==> src/rtl/router_fifo_if.sv <==
// Byte-stream handshake between router_sync/destination client and one router output FIFO.
// master drives write/read requests and write data; slave (the FIFO) returns data and status.
interface router_fifo_if #(
  parameter int WIDTH = 8
);
  logic             write_enb;
  logic             read_enb;
  logic             lfd_state;
  logic [WIDTH-1:0] data_in;
  logic [WIDTH-1:0] data_out;
  logic             empty;
  logic             full;

  modport master (
    output write_enb, read_enb, lfd_state, data_in,
    input  data_out, empty, full
  );

  modport slave (
    input  write_enb, read_enb, lfd_state, data_in,
    output data_out, empty, full
  );
endinterface

==> src/rtl/router_fifo.sv <==
// Per-destination router output FIFO: header-tagged entries, 1-cycle registered read, data_out zeroed between packets.
// Writes while full are dropped; reads while empty are ignored; empty/full decode straight from the pointers.
module router_fifo #(
  parameter int WIDTH  = 8,
  parameter int DEPTH  = 16,
  parameter int ADDR_W = 4
) (
  input  logic               clk,
  input  logic               reset,
  input  logic               soft_reset,
  router_fifo_if.slave       bus
);

  localparam logic [ADDR_W:0] PTR_ONE = (ADDR_W+1)'(1);

  logic [WIDTH:0]   mem [DEPTH];
  logic [ADDR_W:0]  wr_ptr;
  logic [ADDR_W:0]  rd_ptr;
  logic [6:0]       pkt_cnt;
  logic [WIDTH-1:0] dout_q;
  logic [WIDTH:0]   rd_ent;
  logic             empty;
  logic             full;
  logic             wr_acc;
  logic             rd_acc;

  assign empty  = (wr_ptr == rd_ptr);
  assign full   = (wr_ptr[ADDR_W] != rd_ptr[ADDR_W]) &&
                  (wr_ptr[ADDR_W-1:0] == rd_ptr[ADDR_W-1:0]);
  assign wr_acc = bus.write_enb && !full;
  assign rd_acc = bus.read_enb && !empty;
  assign rd_ent = mem[rd_ptr[ADDR_W-1:0]];

  assign bus.data_out = dout_q;
  assign bus.empty    = empty;
  assign bus.full     = full;

  // Storage is never cleared; only the pointers are, so stale entries are unreachable.
  always_ff @(posedge clk) begin
    if (!reset && !soft_reset && wr_acc) begin
      mem[wr_ptr[ADDR_W-1:0]] <= {bus.lfd_state, bus.data_in};
    end
  end

  always_ff @(posedge clk) begin
    if (reset || soft_reset) begin
      wr_ptr  <= '0;
      rd_ptr  <= '0;
      pkt_cnt <= '0;
      dout_q  <= '0;
    end else begin
      if (wr_acc) begin
        wr_ptr <= wr_ptr + PTR_ONE;
      end
      if (rd_acc) begin
        rd_ptr <= rd_ptr + PTR_ONE;
        dout_q <= rd_ent[WIDTH-1:0];
        // Header length field counts payload bytes; the +1 covers the trailing parity byte.
        if (rd_ent[WIDTH]) begin
          pkt_cnt <= 7'(rd_ent[WIDTH-1:2]) + 7'd1;
        end else if (pkt_cnt != 7'd0) begin
          pkt_cnt <= pkt_cnt - 7'd1;
        end
      end else if (pkt_cnt == 7'd0) begin
        dout_q <= '0;
      end
    end
  end

endmodule

==> src/flat_wrapper.sv <==
// flat-port wrapper written by rule: the top's interface ports become plain ports
module router_fifo_flat 
#(
  parameter int WIDTH  = 8,
  parameter int DEPTH  = 16,
  parameter int ADDR_W = 4
)
  (clk, reset, soft_reset, bus_write_enb, bus_read_enb, bus_lfd_state, bus_data_in, bus_data_out, bus_empty, bus_full);
  router_fifo_if #(.WIDTH(WIDTH)) bus_i ();
  input  logic clk;
  input  logic reset;
  input  logic soft_reset;
  input wire logic [$bits(bus_i.write_enb)-1:0] bus_write_enb;
  input wire logic [$bits(bus_i.read_enb)-1:0] bus_read_enb;
  input wire logic [$bits(bus_i.lfd_state)-1:0] bus_lfd_state;
  input wire logic [$bits(bus_i.data_in)-1:0] bus_data_in;
  output wire logic [$bits(bus_i.data_out)-1:0] bus_data_out;
  output wire logic [$bits(bus_i.empty)-1:0] bus_empty;
  output wire logic [$bits(bus_i.full)-1:0] bus_full;
  assign bus_i.write_enb = bus_write_enb;
  assign bus_i.read_enb = bus_read_enb;
  assign bus_i.lfd_state = bus_lfd_state;
  assign bus_i.data_in = bus_data_in;
  assign bus_data_out = bus_i.data_out;
  assign bus_empty = bus_i.empty;
  assign bus_full = bus_i.full;
  router_fifo #(.WIDTH(WIDTH), .DEPTH(DEPTH), .ADDR_W(ADDR_W)) u_core (.clk(clk), .reset(reset), .soft_reset(soft_reset), .bus(bus_i));
endmodule
==> config.mk <==
export PLATFORM = sky130hd
export DESIGN_NAME = router_fifo_flat
export DESIGN_NICKNAME = d
export VERILOG_FILES = /design/src/rtl/router_fifo_if.sv /design/src/rtl/router_fifo.sv /design/src/flat_wrapper.sv
export SDC_FILE = /design/constraint.sdc
export NUM_CORES = 1
export LEC_CHECK = 0
export ABC_CLOCK_PERIOD_IN_PS = 2500
export CAP_MARGIN = 10
export CELL_PAD_IN_SITES_DETAIL_PLACEMENT = 1
export CELL_PAD_IN_SITES_GLOBAL_PLACEMENT = 2
export CORE_MARGIN = 3
export CORE_UTILIZATION = 42
export DETAILED_ROUTE_END_ITERATION = 10
export PLACE_DENSITY_LB_ADDON = 0.1
export SETUP_SLACK_MARGIN = 0.02
export SLEW_MARGIN = 20
export SYNTH_ARGS = -nofsm -noshare
export SYNTH_HDL_FRONTEND = slang
export SYNTH_SLANG_ARGS = --single-unit
==> constraint.sdc <==
create_clock -name clk -period 2.5 [get_ports clk]
set_input_delay 0.5 -clock clk [delete_from_list [all_inputs] [get_ports clk]]
set_output_delay 0.5 -clock clk [all_outputs]
set_load 0.02 [all_outputs]
Yosys cells after proc, flatten, opt, wreduce, memory -nomap -nowiden
Memory sizes are Yosys's and may differ from the RTL's. A register that Yosys moved wholly into a read port is not among the register bits.
Index checks and enable logic that the tools add are counted.
Widths: inputs -> output; s select.
Storage, ports and cells
  register bits after elaboration: 25
  RAM bits: 144
  input port bits: 14
  output and inout port bits: 10
  logic and storage cells: 35
  memories: 1
Memory list
  u_core.mem: words 16, bits a word 9, rd ports 1, clocked after Yosys merged registers in 1, wr ports 1, line router_fifo.sv:16  | logic [WIDTH:0] mem [DEPTH];
Cells by class
  $add $sub $neg: 4
  equality and inequality tests: 3
  mux-type cells: 8
  reductions and logical operators: 15
Operators with widths (count)
  $mux 8: 2
  $mux 7: 2
  $add 5x1->5 const B: 2
  $mux 4: 2
  $add 6x1->7 const B: 1
  $logic_not 7->1: 1
  $reduce_bool 7->1: 1
  $sub 7x1->7 const B: 1
  $eq 5x5->1: 1
  $logic_and 1x1->1: 5
  $eq 4x4->1: 1
  $logic_not 1->1: 4
  $reduce_bool 2->1: 2
  $mux 1: 2
  $reduce_and 2->1: 1
  $logic_or 1x1->1: 1
  $ne 1x1->1: 1

Depth between registers and ports, before layout
  depth after elaboration: 7
  depth in mapped cells: 9
  depth with buffers taken out: 8

Worst setup path after synthesis
No wires, ideal clock.
  path kind: reg2reg
  from: reg u_core.wr_ptr[3]
  to: mem u_core.mem[0][0] in the netlist's numbering, enable pin
  setup time: 0.387 ns
  data arrival time: 1.983 ns
  data required time: 2.113 ns
  path slack: 0.130 ns
  cell stages (with the launch flop): 8
  clock period less this slack: 2.370 ns
  cell sequence: dfxtp_1 > buf_2 > xnor2_1 > nand4_1 > o21a_1 > clkbuf_1 > nand3_1 > nor3_1
Between the ends
  longest elaborated chain between the ends: 7
RTL lines
  from (decl): line router_fifo.sv:17  | logic [ADDR_W:0] wr_ptr;
  from (signal assigned): line router_fifo.sv:53  | wr_ptr <= wr_ptr + PTR_ONE;
  $eq 4x4->1: line router_fifo.sv:29  | (wr_ptr[ADDR_W-1:0] == rd_ptr[ADDR_W-1:0]);
  $logic_and 1x1->1: line router_fifo.sv:28  | assign full = (wr_ptr[ADDR_W] != rd_ptr[ADDR_W]) &&
  $logic_not 1->1: line router_fifo.sv:30  | assign wr_acc = bus.write_enb && !full;
  $logic_and 1x1->1: line router_fifo.sv:30
  $logic_and 1x1->1: line router_fifo.sv:40  | if (!reset && !soft_reset && wr_acc) begin
  $mux 1: line router_fifo.sv:40
  $mux 1 (not written as such): line router_fifo.sv:41  | mem[wr_ptr[ADDR_W-1:0]] <= {bus.lfd_state, bus.data_in};
  to (decl): line router_fifo.sv:16
Parallel ways exist; a longest one is shown, timed or not.

==> flow_summary.ini <==
[grt]
antenna_found_initial = 0
grt_max_degree = 37
grt_pass1_wl_um = 24700
track_usage = 0.189
grt_overflow_total = 0
grt_pass1_vias = 4013

[clock_tree]
cts.sinks = 173
cts_tree = done
cts_hold_buf = 0
clockRootBuffer = clkbuf_16
htree_levels = 4
numCtsBuffers = 17
path_clk_slew_ps = 70
clk_latency_ps = 430
cts_max_path_buffers = 2
cts_setup_buffers = 0

[drt]
drt_iter0_markers = 275
wl_per_cell_um = 22.9
ant_nets = 0
drt_first_pass_iters = 4
num_vias = 3825
drc = 0
viasPerCell = 5.46
wl_um = 16000

[power]
ir_worst_vdd_mv = 0.624
pwr_density_cell_nw_per_um2 = 710
power.switching_mw = 1.33
power.total_mw = 5.90
power.share.switching = 0.226
p_leak_nw = 2.69
pwr-share-clk = 0.435
seq_power_share = 0.531
p_comb_frac = 0.033
p_int_mw = 4.56

[critical_path]
max_stage_delay_ps = 520
critPathArrivalTime_ps = 2600
crit_required_ps = 2820
crit_family = compound AO/OA/AOI/OAI gates
critPathBufInv = 2
critPathMaxFanout = 8
crit_path_end_kind = register
setup.worst_path.class = register to register
path_cells = buf_4, buf_4, mux4_2, a22o_1, a221oi_2, o211ai_1, o211ai_1, o21ai_1
crit_slowest_cell = mux4_2
start_kind = register

[logic_synthesis]
syn-num-nets = 430
post-synth-top-count-cell = edfxtp_1
synth_commonest_cells = edfxtp_1, mux4_2, nor2_1
synthFlopType = edfxtp_1
synth_top_area_frac = 0.618
syn_avg_cell_area_um2 = 17.1
ys_seq_area_frac = 0.701
synthCells = 409
ys_ff_latch = 173
synth_cell_type_count = 43
synth_area_leaders = edfxtp_1, mux4_2, dfxtp_1
synth_top_area_cell = edfxtp_1
ys_async_sr_fraction = 0
netlist_area_um2 = 6990
synth_edf_count = 144
ys.warnings.count = 0

[cells_and_area]
design_area_um2 = 8300
synthToLayoutAreaGrowth_pct = 18.7
nets = 492
antenna_cells = 0
final_cells = 700
fin_util = 0.515
drive_gt1_frac = 0.254

[min_path]
hp-class = register to register

[timing]
fin_crit_sh = 0.915
hold_ws_ps = 467
slew_headroom = 0.472
rsz0062_at_grt = no
worst_slew_pin_slew_ps = 790
setup_viol = 0
drv_slew = 0
fin_worst_skew_ps = 8.24
tns_ps = 0
finalHoldViolCount = 0
fin_crit_ps = 2290
fin_ws_ps = 213
fmaxAchievable_mhz = 437

[die]
rows = 46
die_h_um = 135
io_pins = 24
initial_core_util = 0.434
die_x_um = 135
die_area_um2 = 18200
coreArea_um2 = 16100

[placed_design]
gp_congestion = 0.749
dp_slack_ps = 125
io_buffer_count = 23
place_area_um2 = 7710
dp.cells = 668
detailed_place_hpwl_um = 10800

[outcome]
status = finished clean

[job]
maxCapViolations = 0
==> worst min-delay path, cell delays in order, from the launching register on <==
cell and delay, ps:
dfxtp_1 310, nand3_1 60, a21oi_1 60
==> layer usage <==
layer  vias up  track usage  wire length, µm
met4         0       0.0622              201
met1      1984        0.264             7360
met5         -            0                0
met3        14       0.0328              580
met2        77        0.306             7900
li1       1750            -                -
==> what timing repair did <==
item | 4_1_cts | 5_1_grt
gates resized for setup | 4 | 2
setup endpoints to repair | 2 | 4
gates cloned | 0 | 0
==> cell families after synthesis <==
family          Yosys count  share of synthesized area
flops                   173                      0.701
xor+xnor                 16                     0.0200
mux                      40                      0.127
fa+ha+maj                 7                     0.0125
compound gates           53                     0.0560
simple gates             94                     0.0635
buf+inv                  26                     0.0197
==> power by group through the flow <==
stage	Sequential (mW)	Combinational, mW	Clock [mW]
2_1_floorplan	3.20	0.104	0
3_3_place_gp	3.20	0.196	0
3_5_place_dp	3.20	0.201	0
4_1_cts	3.13	0.201	2.62
5_1_grt	3.13	0.218	2.76
6_report	3.13	0.197	2.57
==> registers in the layout, indices dropped and copies added, names as in the netlist, named ones only <==
register	flops
u_core.bus.data_out	8
u_core.mem	144
u_core.pkt_cnt	7
u_core.rd_ptr	5
u_core.wr_ptr	5
==> cell type report <==
| cell class | instances | area, µm² |
|---|---|---|
| Clock inverter | 14 | 141 |
| Tap cell | 216 | 270 |
| Timing Repair Buffer | 65 | 568 |
| Inverter | 4 | 15.0 |
| Fill cell | 1523 | 7810 |
| Clock buffer | 18 | 439 |
| Multi-Input combinational cell | 210 | 1960 |
| Sequential cell | 173 | 4910 |
==> final timing paths <==
check                           cells after the start              startpoint                      to  slack (ps)
worst min register to register                      2  u_core.bus.data_out[4]  u_core.bus.data_out[4]         470
worst max-delay path                                8                register       u_core.pkt_cnt[5]         210
worst min-delay path                                2  u_core.bus.data_out[4]  u_core.bus.data_out[4]         470
worst max register to register                      8                register       u_core.pkt_cnt[5]         210
==> layout by cell type (no fill, tap or decap), drive strengths merged, types with 13 or more instances in the layout <==
| cell | instances |
|---|---|
| a21oi | 14 |
| buf | 42 |
| clkbuf | 18 |
| clkdlybuf4s50 | 21 |
| dfxtp | 29 |
| edfxtp | 144 |
| inv | 13 |
| mux4 | 38 |
| nand2 | 18 |
| nand3 | 13 |
| nor2 | 33 |
Power figures use the tool's default switching activity.
